===== config.mk =====
export PLATFORM = sky130hd
export DESIGN_NAME = pipeline_hazard_ctrl
export DESIGN_NICKNAME = d
export VERILOG_FILES = /design/src/rtl/pipeline_hazard_ctrl.sv
export SDC_FILE = /design/constraint.sdc
export NUM_CORES = 1
export LEC_CHECK = 0
export CAP_MARGIN = 20
export CORE_ASPECT_RATIO = 2
export CORE_UTILIZATION = 30
export CTS_CLUSTER_SIZE = 24
export DETAILED_ROUTE_END_ITERATION = 10
export PLACE_DENSITY_LB_ADDON = 0.05
export RECOVER_POWER = 100
export SLEW_MARGIN = 25
export SYNTH_ARGS = -nofsm -noshare
export SYNTH_HDL_FRONTEND = slang
export SYNTH_SLANG_ARGS = --single-unit

===== constraint.sdc =====
create_clock -name clk -period 2.05 [get_ports clk]
set_input_delay 0.3075 -clock clk [delete_from_list [all_inputs] [get_ports clk]]
set_output_delay 0.3075 -clock clk [all_outputs]
set_load 0.02 [all_outputs]

===== src/rtl/pipeline_hazard_ctrl.sv =====
// rtl/pipeline_hazard_ctrl.sv - stall/flush sequencer for the 5-stage pipeline.
// Optional performance counters are built when HAZARD_PERF_CNT_EN is defined.
module pipeline_hazard_ctrl #(
  parameter int MEM_TIMEOUT = 16,
  parameter int CNT_W       = 5
) (
  input  logic        clk,
  input  logic        rst,
  input  logic [4:0]  id_rs,
  input  logic [4:0]  id_rt,
  input  logic        id_uses_rt,
  input  logic        ex_mem_read,
  input  logic [4:0]  ex_write_reg,
  input  logic        ex_branch_taken,
  input  logic        dmem_req,
  input  logic        dmem_ready,
  output logic        pc_en,
  output logic        if_id_en,
  output logic        if_id_flush,
  output logic        id_ex_en,
  output logic        id_ex_flush,
  output logic        ex_mem_en,
  output logic        mem_wb_en,
  output logic        mem_wb_flush,
  output logic        mem_error,
  output logic [31:0] stall_cycles,
  output logic [31:0] flush_count
);

  typedef enum logic {RUN, MEM_WAIT} state_t;

  localparam logic [CNT_W-1:0] WAIT_LAST = CNT_W'(MEM_TIMEOUT - 1);

  state_t           state, state_next;
  logic [CNT_W-1:0] wait_cnt, wait_cnt_next;
  logic             mem_error_next;
  logic             mem_stall, load_use, branch_flush, lu_stall;

  always_ff @(posedge clk) begin
    if (rst) begin
      state     <= RUN;
      wait_cnt  <= '0;
      mem_error <= 1'b0;
    end else begin
      state     <= state_next;
      wait_cnt  <= wait_cnt_next;
      mem_error <= mem_error_next;
    end
  end

  always_comb begin
    state_next     = state;
    wait_cnt_next  = '0;
    mem_error_next = mem_error;

    mem_stall = (state == RUN && dmem_req && !dmem_ready) ||
                (state == MEM_WAIT && !dmem_ready && wait_cnt != WAIT_LAST);
    load_use  = ex_mem_read && (ex_write_reg != 5'd0) &&
                ((ex_write_reg == id_rs) || (id_uses_rt && ex_write_reg == id_rt));
    // EX is frozen during a memory stall, so branch/load-use wait for the release cycle
    branch_flush = !mem_stall && ex_branch_taken;
    lu_stall     = !mem_stall && !ex_branch_taken && load_use;

    pc_en        = 1'b1;
    if_id_en     = 1'b1;
    if_id_flush  = 1'b0;
    id_ex_en     = 1'b1;
    id_ex_flush  = 1'b0;
    ex_mem_en    = 1'b1;
    mem_wb_en    = 1'b1;
    mem_wb_flush = 1'b0;

    if (!rst) begin
      if (mem_stall) begin
        pc_en        = 1'b0;
        if_id_en     = 1'b0;
        id_ex_en     = 1'b0;
        ex_mem_en    = 1'b0;
        mem_wb_flush = 1'b1;
      end else if (branch_flush) begin
        if_id_flush = 1'b1;
        id_ex_flush = 1'b1;
      end else if (lu_stall) begin
        pc_en       = 1'b0;
        if_id_en    = 1'b0;
        id_ex_flush = 1'b1;
      end
    end

    case (state)
      RUN: begin
        if (dmem_req && !dmem_ready) state_next = MEM_WAIT;
      end
      MEM_WAIT: begin
        wait_cnt_next = wait_cnt + 1'b1;
        if (dmem_ready) begin
          state_next = RUN;
        end else if (wait_cnt == WAIT_LAST) begin
          state_next     = RUN;
          mem_error_next = 1'b1;
        end
      end
      default: state_next = RUN;
    endcase
  end

`ifdef HAZARD_PERF_CNT_EN
  always_ff @(posedge clk) begin
    if (rst) begin
      stall_cycles <= '0;
      flush_count  <= '0;
    end else begin
      if ((mem_stall || lu_stall) && stall_cycles != '1) stall_cycles <= stall_cycles + 1'b1;
      if (branch_flush && flush_count != '1) flush_count <= flush_count + 1'b1;
    end
  end
`else
  assign stall_cycles = '0;
  assign flush_count  = '0;
`endif

endmodule


### Yosys cells after proc, flatten, opt, wreduce, memory -nomap -nowiden

Cells that the tools add are included.

* register bits: 7
* latch bits: 0
* bits in writable memories: 0
* ROM bits: 0
* input bits: 22
* output and inout bits: 73
* word-level logic and storage cells: 48
* memories: 0

* add/sub/neg operators: 1
* multiply operators: 0
* div/mod/pow operators: 0
* order comparisons: 0
* equality and inequality tests: 4
* shifts and indexed selects: 0
* multiplexer cells: 19
* bitwise gates (word level): 2
* reductions and logical operators: 19

Operator list (count)
* 2-to-1 mux 1 bit: 18
* logical AND 1 bit: 11
* == test 5 bit: 2
* adder 5 x 1 -> 5 bit, second input constant: 1
* == test 5 x 4 -> 1 bit, second input constant: 1
* != test 5 x 4 -> 1 bit, second input constant: 1
* nonzero test 5 bit: 1
* logical NOT 1 bit: 3
* AND reduction 3 bit: 1
* logical OR 1 bit: 2
* NOT 1 bit: 2
* case mux 1 bit (2 select lines): 1
* OR reduction 2 bit: 1

### Logic depth before layout (Yosys ltp)

* word-level depth: 11
* gate-level depth with buffers: 8
* gate-level depth less buffers: 7

### Worst setup path before layout

No wires, ideal clock.

* path type: flip-flop to output port
* from: reg wait_cnt[0]
* to: out id_ex_en
* arrival: 1.813 ns
* required time: 1.742 ns
* setup slack: -0.071 ns
* cell stages (with the launch flop): 9
* buffers on the path: 1
* path through: dfxtp_1 > ha_1 > and3_1 > ha_1 > nor2b_2 > o21ai_4 > nor2_1 > inv_1 > buf_4

* word-level cells in the longest chain between the ends: 5

RTL lines
* start: declaration: line 35 `logic [CNT_W-1:0] wait_cnt, wait_cnt_next;`
* start signal: assignment: line 46 `wait_cnt <= wait_cnt_next;`
* != test 5 x 4 -> 1 bit: line 57 `(state == MEM_WAIT && !dmem_ready && wait_cnt != WAIT_LAST);`
* logical AND 1 bit: line 57
* logical OR 1 bit: line 56 `mem_stall = (state == RUN && dmem_req && !dmem_ready) ||`
* 2-to-1 mux 1 bit (2 in a row)
* end: declaration: line 20 `output logic id_ex_en,`

Every way passes these cells.

### Worst setup path after layout

* from: reg wait_cnt[1]
* to: out id_ex_flush

* word-level cells in the longest chain between the ends: 10
* elaborated cells between the ends (all ways): 11
* those cells by class: 1 x eq/ne; 4 x mux; 6 x reduce/logical

RTL lines
* != test 5 x 4 -> 1 bit *: line 57
* logical AND 1 bit *: line 57
* logical OR 1 bit *: line 56
* logical NOT 1 bit: line 61, 62
* logical AND 1 bit (2 in a row): line 62 `lu_stall = !mem_stall && !ex_branch_taken && load_use;`
* 2-to-1 mux 1 bit: line 83 `end else if (lu_stall) begin`
* 2-to-1 mux 1 bit: line 80 `end else if (branch_flush) begin`
* 2-to-1 mux 1 bit *: line 74 `if (mem_stall) begin`
* 2-to-1 mux 1 bit *: line 73 `if (!rst) begin`
* end: declaration: line 21 `output logic id_ex_flush,`

Every way passes the cells marked *; elsewhere a longest branch is shown, timed or not.

==> flow_metrics.py <==
metrics = {
    "critical_path": {
        "path_max_fanout": 3,
        "cp-endpoint": "id_ex_flush",
        "r2r_start": "wait_cnt[1]",
        "crit_chain": "ha_4 -> and3_4 -> ha_4 -> nor2b_4 -> o21ai_4 -> or3b_1 -> o21bai_1 -> buf_4",
        "cp-end-kind": "output port",
        "worst-path-buf-inv": 1,
        "reg2reg_depth": 8,
        "cp_slowest_cell": "or3b_1",
        "required_ns": 1.74,
        "cp.depth": 8,
        "r2r_slack_ns": 0.71,
        "crit_top_cell": "ha_4",
        "critPathKind": "register to output port",
        "cp.arrival_ns": 1.84,
        "cp_top_family": "simple AND/OR/NAND/NOR gates",
        "crit_start": "wait_cnt[1]",
        "critPathLaunchType": "register",
        "slowest_delay_ns": 0.36,
        "r2r-end": "state",
    },
    "timing": {
        "finalCriticalPeriod_ns": 2.15,
        "rsz0062_at_grt": "yes",
        "fin_skew_ns": 0.00162,
        "setup_violations": 1,
        "fin_tns_setup_ns": -0.0964,
        "fmax_mhz": 466,
        "setup_ws_ns": -0.0964,
        "fin_crit_sh_pct": 105,
        "final_hold_viol_count": 0,
        "slew_violations": 0,
    },
    "pwr": {
        "vdd_ir_drop_max_uv": 384,
        "power_mw": 0.561,
        "powerDensity_mw_per_mm2": 457,
        "power_leakage_nw": 0.645,
    },
    "floorplan": {
        "row_count": 28,
        "initial_core_util_pct": 31.9,
        "fp.dieW_um": 42.0,
        "fp.dieH_um": 82.0,
        "fp.dieArea_mm2": 0.00345,
        "core_area_mm2": 0.00301,
        "ios": 95,
    },
    "drt": {
        "wirelength_um": 1740,
        "drtAntennaViolNets": 0,
        "wl_per_cell_um": 8.92,
        "via_per_inst": 3.54,
        "drc": 0,
        "drt_iter0_markers": 0,
        "vias": 690,
        "first_pass_iters": 1,
    },
    "yosys": {
        "postSynthAreaPerCell_um2": 8.01,
        "synth_top_area_cell": "buf_4",
        "synth-seq-cells": 7,
        "synth.distinct_cells": 25,
        "synth_cells": 120,
        "ys_warn_count": 0,
        "synth-seq-area-share_pct": 14.6,
        "synthesis.area_um2": 961,
        "synth_top_area_share_pct": 52.3,
        "synthTopCellsByArea": "buf_4, dfxtp_1, xor2_1",
    },
    "global_routing": {
        "grt_busiest_layer": "met2",
        "use_met1_pct": 8.83,
        "grt_max_degree": 6,
        "grtUsageTotal_pct": 9.00,
        "grt_pass1_vias": 573,
        "grt_pass1_wl_um": 2430,
        "grt_use_met3_pct": 2.42,
        "use_met2_pct": 17.3,
        "antenna_found_initial": 0,
        "grt_remaining_overflow": 0,
    },
    "clock_tree": {
        "cts_buffers": 3,
        "cts-root-buf": "clkbuf_8",
        "cts_tree": "built",
        "clk_path_buf_depth": 2,
        "postCtsHoldBufs": 0,
        "insertion_delay_ns": 0.22,
        "cts.clk_slew.worst_paths_ns": 0.04,
        "cts.sinks": 7,
        "htree_levels": 1,
    },
    "placement": {
        "dp_hpwl_um": 1440,
        "detailedPlace.worstSlack_ns": -0.582,
        "finalWeightedCongestion": 0.726,
        "portBuffers": 29,
    },
    "run_status": {
        "outcome": "finished with violations",
        "violations": "setup timing",
    },
    "finish": {
        "final_layout_size_suffix_gt1_share_pct": 22.4,
        "diodes": 0,
        "layout.nets": 190,
        "num-fill-cells": 342,
        "final_util_pct": 40.7,
        "areaGrowthSynthToFinish_pct": 27.7,
    },
    "hold_path": {
        "hold_path_class": "register to register",
        "holdPathStages": 2,
    },
    "job": {
        "maxCapViolations": 0,
    },
}
where the power goes:
group / internal, mW / switching, mW
clock network: 0.134 / 0.0567
logic: 0.0762 / 0.154
registers: 0.139 / 0.00136
synth_stat cells:
library cell	instances
a31oi_1	1
and2b_1	1
and3b_1	1
conb_1	2
dfxtp_1	7
or2b_1	1
nor2b_2	1
or3b_1	1
a32oi_1	1
or3_1	1
o21bai_1	1
xnor2_1	2
nor3_1	1
inv_1	4
and3_1	1
nor2_1	9
or4_1	1
buf_4	67
o21ai_4	1
nand3_1	1
nor4_1	1
ha_1	2
xor2_1	10
o22a_2	1
o21ai_1	1
worst min-delay path by stage:
stage                            from          end  slack, ns
after global routing      wait_cnt[0]  wait_cnt[0]       0.54
after CTS                 wait_cnt[0]  wait_cnt[0]       0.50
after global placement      mem_error    mem_error       0.48
after detailed placement    mem_error    mem_error       0.50
final                       mem_error    mem_error       0.50
after floorplan                   rst    mem_error       0.38
layout by cell type, fill, tap and decap left out, types with 3 or more instances in the layout:
master           count
buf_2                3
xor2_1              10
nor2_1               8
conb_1              65
clkbuf_8             3
buf_4               18
inv_1                4
clkdlybuf4s50_1     15
dfxtp_1              5
dlymetal6s2s_1       3
dlygate4sd2_1        4
final cells by class:
cell class | count | area (um^2) | share of cell area, %
clock buffers | 4 | 45.0 | 3.67
inverters | 4 | 15.0 | 1.22
multi-input cells | 105 | 592 | 48.2
flip-flops and latches | 7 | 143 | 11.6
well taps | 30 | 37.5 | 3.06
repair buffers | 45 | 395 | 32.2
worst reg2reg max path: cells and delay by family, from the launching register on:
family          cells  cell delay [ns]
compound gates      1             0.06
fa+ha+maj           2             0.32
buf+inv             2             0.25
flops               1             0.33
simple gates        3             0.34
per-stage QoR:
stage,cell area (um^2),hold slack (ns),cells
2_1_floorplan,1200,0.380,183
3_3_place_gp,1120,0.476,188
3_5_place_dp,1120,0.505,188
4_1_cts,1200,0.497,195
5_1_grt,1230,0.540,195
6_report,1230,0.500,195
layer usage:
metal / wire, um / share of wire (%) / vias to the layer above
li1: - / - / 335
met1: 581 / 33 / 302
met2: 948 / 55 / 50
met3: 189 / 11 / 3
met4: 21 / 1.2 / 0
met5: 0 / 0 / -
state kept, by name, summed over array words and instances (netlist names):
name       cells
state          1
mem_error      1
wait_cnt       5
timing repair:
action	in CTS	in global routing
pin swaps	7	4
gates resized for setup	42	10
gates cloned	0	0
buffers inserted	3	0
setup endpoints to repair	7	5
logic make-up after synthesis:
kind of cell	Yosys count	synth area share, %
AO/OA/AOI/OAI	6	5.60
XOR/XNOR	12	10.9
adder cells (fa/ha/maj)	2	2.60
buffers and inverters	71	53.9
flip-flops	7	14.6
other	2	0.782
AND/OR/NAND/NOR	20	11.6
Note: power is estimated with default switching activity, not from simulation.
==> edit (same settings) <==
Set the parameter `MEM_TIMEOUT` to 8 (it was 16).
--- a/src/rtl/pipeline_hazard_ctrl.sv
+++ b/src/rtl/pipeline_hazard_ctrl.sv
@@ -1,7 +1,7 @@
 // rtl/pipeline_hazard_ctrl.sv - stall/flush sequencer for the 5-stage pipeline.
 // Optional performance counters are built when HAZARD_PERF_CNT_EN is defined.
 module pipeline_hazard_ctrl #(
-  parameter int MEM_TIMEOUT = 16,
+  parameter int MEM_TIMEOUT = 8,
   parameter int CNT_W       = 5
 ) (
   input  logic        clk,
Formal check against the unedited RTL: not equivalent (Yosys sat finds a counterexample within 10 cycles, from zero or initial values and one cycle with rst high).
==> edit against the original RTL <==
Sequential cell count is the same. Cell area shrank 3.9%. Routed wire length grew 1.3%. Clock power grew 6%. Worst setup slack gained 0.13 ns. Area after synthesis shrank 0.52%. First-iteration DRC count grew 8. Largest cell class unchanged. Critical endpoint unchanged. Critical path type unchanged. Total power shrank 0.30%.
==> edit: results <==
clocking:
  cts-root-buf: "clkbuf_8"
  numCtsBuffers: 3
  clk_latency_ns: 0.23
  clockBufferDepth: 2
  path_clk_slew_ns: 0.04
worst_setup_path:
  arrival_ns: 1.70
  reg2reg_from: "wait_cnt[0]$_SDFF_PP0_"
  max_stage_delay_ns: 0.38
  path_max_fanout: 3
  crit_path_end: "id_ex_flush"
  r2r_slack_ns: 0.94
  r2r-end: "mem_error$_SDFFE_PP0P_"
  r2r_cells: 6
synth:
  synth_compound_area_share_pct: 5.24
  avgSynthCellArea_sq_um: 8.03
  yosys_most_used_dff: "dfxtp_1"
  ys_top_cells_by_count: "67 x buf_4, 11 x xor2_1, 10 x nor2_1"
  synth_area_leaders: "buf_4 53%, dfxtp_1 15%, xor2_1 10%"
  yosysSeqAreaShare_pct: 14.7
  synth-xor-area-share_pct: 11.9
  synth_adder_area_share_pct: 1.31
  yosysUniqueCellTypes: 22
routing:
  drt_iter0_markers: 8
  detail_route.wl_per_cell_microns: 9.37
  drt-total-wl_microns: 1760
  drt_pass1_iterations: 2
  vias: 672
status:
  status: "completed"
pwr:
  leakage_nw: 0.659
  peakVddDrop_mv: 0.191
placement:
  dpl_worst_slack_ns: -0.613
  post_dp_cell_area_sq_mm: 0.00110
  place.gp.congestion: 0.713
  port_buffers: 29
  post-place-cells: 185
  place_hpwl_microns: 1610
grt:
  grt_pass1_vias: 554
  track_usage_pct: 9.18
  grt_pass1_wl_microns: 2300
layout:
  reg.largest.list: "wait_cnt: 5 flops, mem_error: 1 flops, state: 1 flops"
  nets: 182
  layout-drive-gt1-share_pct: 17.1
sta:
  fin_hold_ws_ns: 0.493
  finClkSkew_ns: 0.00113
  max_freq_mhz: 497
[edit: power breakdown]
group / internal [mW] / switching [mW] / leakage [nW]
Combinational: 0.0664 / 0.152 / 0.578
Clock: 0.135 / 0.0666 / 0.0228
Sequential: 0.138 / 0.00162 / 0.0576
Total: 0.340 / 0.220 / 0.659
[edit: repair_timing]
item                       in CTS  in global routing
buffers inserted                0                  0
gates resized for setup        36                  5
setup endpoints to repair       7                  4
pin swaps                       9                  5
[edit: kinds of logic after synthesis]
group / after synthesis
simple gates: 21
other cells: 2
fa+ha+maj: 1
flops: 7
xor+xnor: 13
compound gates: 5
buf+inv: 70
[edit: layout make-up]
cell class,count,area [sq um]
repair buffers,39,365
multi-input cells,105,578
inverters,3,11.3
well taps,30,37.5
fillers,326,1800
clock buffers,4,45.0
flip-flops and latches,7,143
[edit: layer usage]
metal	track usage, %	wire, microns
met5	0	0
met2	20.0	1120
met3	3.30	165
met1	6.87	460
met4	2.90	19
